[config.mk]
export PLATFORM = sky130hd
export DESIGN_NAME = uart_bluetooth_tx_flat
export DESIGN_NICKNAME = d
export VERILOG_FILES = /design/src/rtl/uart_bluetooth_tx_pkg.sv /design/src/rtl/uart_bluetooth_tx_if.sv /design/src/rtl/uart_tx_fifo.sv /design/src/rtl/uart_bluetooth_tx.sv /design/src/flat_wrapper.sv
export SDC_FILE = /design/constraint.sdc
export NUM_CORES = 1
export LEC_CHECK = 0
export CAP_MARGIN = 25
export CORE_ASPECT_RATIO = 1.5
export CORE_MARGIN = 3
export CORE_UTILIZATION = 30
export CTS_CLUSTER_DIAMETER = 30
export DETAILED_ROUTE_END_ITERATION = 7
export GPL_ROUTABILITY_DRIVEN = 0
export HOLD_SLACK_MARGIN = 0.05
export PLACE_DENSITY_LB_ADDON = 0.1
export SETUP_SLACK_MARGIN = 0.05
export SYNTH_ARGS = -nofsm -noshare
export SYNTH_HDL_FRONTEND = slang
export SYNTH_HIERARCHICAL = 1
export SYNTH_SLANG_ARGS = --single-unit
[constraint.sdc]
create_clock -name i_Clock -period 9 [get_ports i_Clock]
set_clock_uncertainty 0.1 [all_clocks]
set_input_delay 1.35 -clock i_Clock [delete_from_list [all_inputs] [get_ports i_Clock]]
set_output_delay 1.35 -clock i_Clock [all_outputs]
set_load 0.02 [all_outputs]
[src/rtl/uart_bluetooth_tx_pkg.sv]
// Shared definitions for the Bluetooth UART transmitter.
// The bit timing is kept here so the receiver and transmitter stay matched.
package uart_bluetooth_tx_pkg;

    // Clock cycles per serial bit (clock frequency / baud), shared with the receiver.
    localparam int unsigned UART_CLKS_PER_BIT = 10400;
    localparam int unsigned UART_FIFO_DEPTH   = 8;
    localparam int unsigned CLK_CNT_W         = 17;

    typedef enum logic [2:0] {
        IDLE    = 3'b000,
        START   = 3'b001,
        DATA    = 3'b010,
        STOP    = 3'b011,
        CLEANUP = 3'b100
    } tx_state_e;

    function automatic logic is_frame_state(input tx_state_e s);
        return (s == START) || (s == DATA) || (s == STOP);
    endfunction

endpackage

[src/rtl/uart_bluetooth_tx_if.sv]
// Byte handshake and serial-line bundle between the command logic and the transmitter.
interface uart_bluetooth_tx_if;
    logic       i_TX_DV;
    logic [7:0] i_TX_Byte;
    logic       o_TX_Ready;
    logic       o_TX_Active;
    logic       o_TX_Serial;
    logic       o_TX_Done;

    modport master (
        output i_TX_DV,
        output i_TX_Byte,
        input  o_TX_Ready,
        input  o_TX_Active,
        input  o_TX_Serial,
        input  o_TX_Done
    );

    modport slave (
        input  i_TX_DV,
        input  i_TX_Byte,
        output o_TX_Ready,
        output o_TX_Active,
        output o_TX_Serial,
        output o_TX_Done
    );
endinterface

[src/rtl/uart_tx_fifo.sv]
// Synchronous first-word-fall-through byte FIFO; dout is valid whenever !empty.
module uart_tx_fifo #(
    parameter int unsigned DEPTH = 8,
    parameter int unsigned WIDTH = 8
) (
    input  logic             i_Clock,
    input  logic             i_Reset_n,
    input  logic             push,
    input  logic             pop,
    input  logic [WIDTH-1:0] din,
    output logic [WIDTH-1:0] dout,
    output logic             full,
    output logic             empty
);
    localparam int unsigned AW = $clog2(DEPTH);

    logic [WIDTH-1:0] mem [DEPTH];
    logic [AW-1:0]    rd_ptr;
    logic [AW-1:0]    wr_ptr;
    logic [AW:0]      count;
    logic             do_push;
    logic             do_pop;

    assign full    = (count == (AW+1)'(DEPTH));
    assign empty   = (count == '0);
    // A push while full is dropped even if a pop frees a slot in the same cycle.
    assign do_push = push && !full;
    assign do_pop  = pop && !empty;
    assign dout    = mem[rd_ptr];

    always_ff @(posedge i_Clock or negedge i_Reset_n) begin
        if (!i_Reset_n) begin
            rd_ptr <= '0;
            wr_ptr <= '0;
            count  <= '0;
        end else begin
            if (do_push) wr_ptr <= wr_ptr + 1'b1;
            if (do_pop)  rd_ptr <= rd_ptr + 1'b1;
            case ({do_push, do_pop})
                2'b10:   count <= count + 1'b1;
                2'b01:   count <= count - 1'b1;
                default: count <= count;
            endcase
        end
    end

    always_ff @(posedge i_Clock) begin
        if (do_push) mem[wr_ptr] <= din;
    end

endmodule

[src/rtl/uart_bluetooth_tx.sv]
// 8N1 UART transmitter for the Bluetooth link: queued bytes are serialised LSB first.
//
// state   | meaning
// IDLE    | line high; pop FIFO head into shift register when available
// START   | start bit (low) for CLKS_PER_BIT cycles
// DATA    | data bits 0..7, CLKS_PER_BIT cycles each
// STOP    | stop bit (high) for CLKS_PER_BIT cycles
// CLEANUP | one-cycle done pulse, line high
module uart_bluetooth_tx
    import uart_bluetooth_tx_pkg::*;
#(
    parameter int unsigned CLKS_PER_BIT = UART_CLKS_PER_BIT,
    parameter int unsigned FIFO_DEPTH   = UART_FIFO_DEPTH
) (
    input  logic                i_Clock,
    input  logic                i_Reset_n,
    uart_bluetooth_tx_if.slave  bus
);
    localparam logic [CLK_CNT_W-1:0] CLK_TC = CLK_CNT_W'(CLKS_PER_BIT - 1);

    tx_state_e            state_q, state_d;
    logic [CLK_CNT_W-1:0] clk_count_q, clk_count_d;
    logic [2:0]           bit_index_q, bit_index_d;
    logic [2:0]           next_index;
    logic [7:0]           shift_q, shift_d;
    logic                 serial_q, serial_d;
    logic                 bit_done;

    logic                 fifo_pop;
    logic [7:0]           fifo_dout;
    logic                 fifo_full;
    logic                 fifo_empty;

    uart_tx_fifo #(
        .DEPTH (FIFO_DEPTH),
        .WIDTH (8)
    ) u_fifo (
        .i_Clock   (i_Clock),
        .i_Reset_n (i_Reset_n),
        .push      (bus.i_TX_DV),
        .pop       (fifo_pop),
        .din       (bus.i_TX_Byte),
        .dout      (fifo_dout),
        .full      (fifo_full),
        .empty     (fifo_empty)
    );

    assign bit_done   = (clk_count_q == CLK_TC);
    assign next_index = bit_index_q + 3'd1;

    always_ff @(posedge i_Clock or negedge i_Reset_n) begin
        if (!i_Reset_n) begin
            state_q     <= IDLE;
            clk_count_q <= '0;
            bit_index_q <= '0;
            shift_q     <= '0;
            serial_q    <= 1'b1;
        end else begin
            state_q     <= state_d;
            clk_count_q <= clk_count_d;
            bit_index_q <= bit_index_d;
            shift_q     <= shift_d;
            serial_q    <= serial_d;
        end
    end

    // serial_d is the level for the next cycle, so the line changes on the same
    // edge as the state and comes straight from a flop.
    always_comb begin
        state_d     = state_q;
        clk_count_d = clk_count_q;
        bit_index_d = bit_index_q;
        shift_d     = shift_q;
        serial_d    = serial_q;
        fifo_pop    = 1'b0;
        case (state_q)
            IDLE: begin
                serial_d    = 1'b1;
                clk_count_d = '0;
                bit_index_d = '0;
                if (!fifo_empty) begin
                    fifo_pop = 1'b1;
                    shift_d  = fifo_dout;
                    serial_d = 1'b0;
                    state_d  = START;
                end
            end
            START: begin
                if (bit_done) begin
                    clk_count_d = '0;
                    serial_d    = shift_q[0];
                    state_d     = DATA;
                end else begin
                    clk_count_d = clk_count_q + 1'b1;
                end
            end
            DATA: begin
                if (bit_done) begin
                    clk_count_d = '0;
                    if (bit_index_q == 3'd7) begin
                        serial_d = 1'b1;
                        state_d  = STOP;
                    end else begin
                        bit_index_d = next_index;
                        serial_d    = shift_q[next_index];
                    end
                end else begin
                    clk_count_d = clk_count_q + 1'b1;
                end
            end
            STOP: begin
                if (bit_done) begin
                    clk_count_d = '0;
                    serial_d    = 1'b1;
                    state_d     = CLEANUP;
                end else begin
                    clk_count_d = clk_count_q + 1'b1;
                end
            end
            CLEANUP: begin
                serial_d = 1'b1;
                state_d  = IDLE;
            end
            default: begin
                serial_d    = 1'b1;
                clk_count_d = '0;
                bit_index_d = '0;
                state_d     = IDLE;
            end
        endcase
    end

    assign bus.o_TX_Serial = serial_q;
    assign bus.o_TX_Active = is_frame_state(state_q);
    assign bus.o_TX_Done   = (state_q == CLEANUP);
    assign bus.o_TX_Ready  = !fifo_full;

endmodule

[src/flat_wrapper.sv]
// flat-port wrapper written by rule: the top's interface ports become plain ports
module uart_bluetooth_tx_flat import uart_bluetooth_tx_pkg::*;
#(
    parameter int unsigned CLKS_PER_BIT = UART_CLKS_PER_BIT,
    parameter int unsigned FIFO_DEPTH   = UART_FIFO_DEPTH
)
  (i_Clock, i_Reset_n, bus_i_TX_DV, bus_i_TX_Byte, bus_o_TX_Ready, bus_o_TX_Active, bus_o_TX_Serial, bus_o_TX_Done);
  uart_bluetooth_tx_if bus_i ();
  input  logic i_Clock;
  input  logic i_Reset_n;
  input wire logic [$bits(bus_i.i_TX_DV)-1:0] bus_i_TX_DV;
  input wire logic [$bits(bus_i.i_TX_Byte)-1:0] bus_i_TX_Byte;
  output wire logic [$bits(bus_i.o_TX_Ready)-1:0] bus_o_TX_Ready;
  output wire logic [$bits(bus_i.o_TX_Active)-1:0] bus_o_TX_Active;
  output wire logic [$bits(bus_i.o_TX_Serial)-1:0] bus_o_TX_Serial;
  output wire logic [$bits(bus_i.o_TX_Done)-1:0] bus_o_TX_Done;
  assign bus_i.i_TX_DV = bus_i_TX_DV;
  assign bus_i.i_TX_Byte = bus_i_TX_Byte;
  assign bus_o_TX_Ready = bus_i.o_TX_Ready;
  assign bus_o_TX_Active = bus_i.o_TX_Active;
  assign bus_o_TX_Serial = bus_i.o_TX_Serial;
  assign bus_o_TX_Done = bus_i.o_TX_Done;
  uart_bluetooth_tx #(.CLKS_PER_BIT(CLKS_PER_BIT), .FIFO_DEPTH(FIFO_DEPTH)) u_core (.i_Clock(i_Clock), .i_Reset_n(i_Reset_n), .bus(bus_i));
endmodule
==> results.py <==
metrics = {
    "power": {
        "switching_power_mw": 0.3149,
        "power_mw": 1.156,
        "switching_share": 0.2723,
        "irDropWorstVdd_mv": 0.1159,
        "power_density_mw_per_mm2": 209.5,
        "p_leak_nw": 2.020,
        "seq_power_share": 0.527,
        "clkPwrFrac": 0.347,
        "pwr-share-comb": 0.126,
        "p_int_mw": 0.8414,
    },
    "sta": {
        "setup_viol": 0,
        "maxSlewViolCount": 0,
        "rsz0062_at_grt": "false",
        "period_needed_ns": 3.581,
        "fmax_mhz": 279.2,
        "hold_viol": 0,
        "whs_ns": 0.4144,
        "slew_headroom": 0.3179,
        "worst_pin_slew_ns": 1.019,
        "setup_tns_ns": 0,
        "finalCritPeriodShare": 0.3979,
    },
    "layout": {
        "diodes": 0,
        "layout.cells.most_common": "edfxtp_1",
        "layout-drive-gt1-share": 0.1643,
        "final_core_util": 0.3501,
        "final_area_mm2": 0.005519,
        "multiInputGateArea_mm2": 0.001728,
        "final-seq-area_mm2": 0.002974,
        "syn2layout_area_growth_pct": 13.74,
        "fin_nets": 362,
        "final_cell_mix": "edfxtp_1 (64), dfrtp_1 (41), nor2_1 (22)",
        "fillCellCount": 1525,
    },
    "synth": {
        "synth_seq_area_share": 0.6129,
        "yosysUniqueCellTypes": 61,
        "syn_area_mm2": 0.004852,
        "synthArstFlopShare": 0.3962,
        "synth-edff-count": 64,
        "postSynthAreaPerCell_um2": 14.98,
        "yosysTopAreaCellShare": 0.3961,
        "synthCells": 324,
        "synth_seq_cells": 106,
        "synth_area_leaders": "edfxtp_1 (40%), dfrtp_1 (21%), mux4_1 (8.7%)",
        "synth_top_area_cell": "edfxtp_1",
        "synth_ff_type": "edfxtp_1",
        "synth_nets": 344,
        "ys_warn_count": 6,
    },
    "grt": {
        "grt_use_total": 0.1177,
        "antenna_found_initial": 0,
        "grt_pass1_vias": 2681,
        "grt_max_degree": 27,
        "grt_pass1_wl_um": 15390,
        "overflow": 0,
    },
    "clock_tree": {
        "clkLatencyLatePin_ns": 0.34,
        "post-cts-setup-buffer-count": 0,
        "htreeDepth": 3,
        "clock-root-buffer": "clkbuf_16",
        "clock_path_buffers": 2,
        "cts_made_buffers": 9,
        "clock-sinks": 106,
        "path_clk_slew_ns": 0.08,
        "cts_tree": "done",
        "cts-resized-gates": 0,
        "cts.hold.buffers_added": 0,
    },
    "critical_path": {
        "reg2regPathDepth": 9,
        "path_class": "flip-flop to output port",
        "timing.critical_path.fanout_max": 11,
        "cp-start-kind": "flip-flop",
        "r2r_end": "u_core/u_fifo/count[3]$_DFFE_PN0P_",
        "r2r_start": "u_core/u_fifo/count[0]$_DFFE_PN0P_",
        "r2r_setup_slack_ns": 5.46,
        "cp_data_required_time_ns": 7.55,
        "critPathLaunch": "u_core/state_q[0]$_DFFE_PN0P_",
        "cp.arrival_ns": 2.13,
        "critPathCaptureType": "output port",
    },
    "floorplan": {
        "io_pins": 15,
        "dieArea_mm2": 0.01777,
        "dieHeight_um": 161.8,
        "die_w_um": 109.8,
        "core-area_mm2": 0.01577,
        "rows": 56,
        "start_util": 0.3078,
    },
    "route": {
        "wire_per_inst_um": 17.53,
        "drt_iter0_drc": 129,
        "drtPass1Iterations": 4,
        "ant_nets": 0,
        "via_per_inst": 4.796,
        "finalWirelength_um": 9640,
        "vias": 2638,
        "drc": 0,
    },
    "worst_hold_path": {
        "hp-class": "flip-flop to flip-flop",
        "min_to": "u_core/shift_q[2]$_DFFE_PN0P_",
        "hp-start": "u_core/shift_q[2]$_DFFE_PN0P_",
        "hold_depth": 1,
    },
    "placed_design": {
        "detailed_place.area_mm2": 0.005207,
        "dp_hpwl_um": 6606,
        "portBuffers": 14,
    },
    "flow_run": {
        "max-cap-violations": 0,
    },
    "run_status": {
        "status": "complete, no violations",
    },
}
-- power groups by stage --
stage | Sequential [mW] | Clock [mW] | Combinational (mW)
finish | 0.610 | 0.401 | 0.145
global placement | 0.621 | 0 | 0.145
floorplan | 0.611 | 0 | 0.0932
detailed placement | 0.621 | 0 | 0.151
CTS | 0.611 | 0.420 | 0.151
global route | 0.617 | 0.444 | 0.162
-- how the worst max path moves through the flow --
stage	depth (start not counted)	slack, ns	to
final	4	5.42	bus_o_TX_Active
after global placement	7	5.24	u_core/u_fifo/count[3]$_DFFE_PN0P_
after detailed placement	7	5.21	u_core/u_fifo/count[3]$_DFFE_PN0P_
after global routing	9	5.22	u_core/u_fifo/count[3]$_DFFE_PN0P_
after floorplan	6	5.91	u_core/u_fifo/count[3]$_DFFE_PN0P_
after CTS	9	5.37	u_core/u_fifo/count[3]$_DFFE_PN0P_
-- area by class of cell --
cell class | count | area share
clock buffers | 9 | 0.04081
multi-input cells | 191 | 0.3131
well taps | 203 | 0.04602
clock inverters | 7 | 0.01564
flip-flops and latches | 106 | 0.5389
inverters | 15 | 0.01066
repair buffers | 19 | 0.03491
-- synth_stat cells (3+ instances only) --
cell type and instances:
a21oi_1 8, a31oi_1 3, and3_1 4, and4_1 3, buf_2 3, buf_6 3
clkbuf_1 3, dfrtp_1 41, edfxtp_1 64, ha_1 8, inv_1 14, mux2_2 18
mux4_1 16, nand2_1 19, nand2b_1 5, nand3_1 10, nand4_1 3, nor2_1 22
nor3_1 6, nor3b_1 3, o21ai_0 4, o32ai_1 3, xnor2_1 10, xor2_1 5
-- metrics by stage --
| stage | std cells | setup slack, ns |
|---|---|---|
| global route | 550 | 5.216 |
| detailed placement | 534 | 5.206 |
| finish | 550 | 5.419 |
| global placement | 531 | 5.237 |
| CTS | 550 | 5.371 |
| floorplan | 324 | 5.914 |
-- critical path: stages (launching register included) --
cell and delay [ns]:
dfrtp_1 0.62, nor2_2 0.12, or2_2 0.33, inv_1 0.10
clkdlybuf4s50_1 0.61
-- cell families (layout without fill, tap and decap cells) --
logic type,Yosys count,in the layout,synth area share
AOI/OAI and AO/OA,34,34,0.05106
xor gates and xnor gates,15,15,0.02707
adders and majority gates,9,9,0.02476
buffers and inverters,27,50,0.03094
DFF,106,106,0.6129
muxes,38,38,0.1418
and+or+nand+nor,95,95,0.1114
-- per-layer routing --
metal  up-vias  share of wire  GRT usage
met5         -              0          0
met4         0          0.015    0.04254
met3        12          0.020    0.01988
met2        20           0.58     0.2188
met1      1325           0.38     0.1312
li1       1281              -          -
-- registers in the layout, summed over array words and instances (netlist names) --
| name | cells |
|---|---|
| u_core/bit_index_q | 3 |
| u_core/bus.o_TX_Serial | 1 |
| u_core/clk_count_q | 17 |
| u_core/shift_q | 8 |
| u_core/state_q | 3 |
| u_core/u_fifo/count | 4 |
| u_core/u_fifo/mem | 64 |
| u_core/u_fifo/rd_ptr | 3 |
| u_core/u_fifo/wr_ptr | 3 |
No activity file was read; power rests on OpenSTA's default activity.
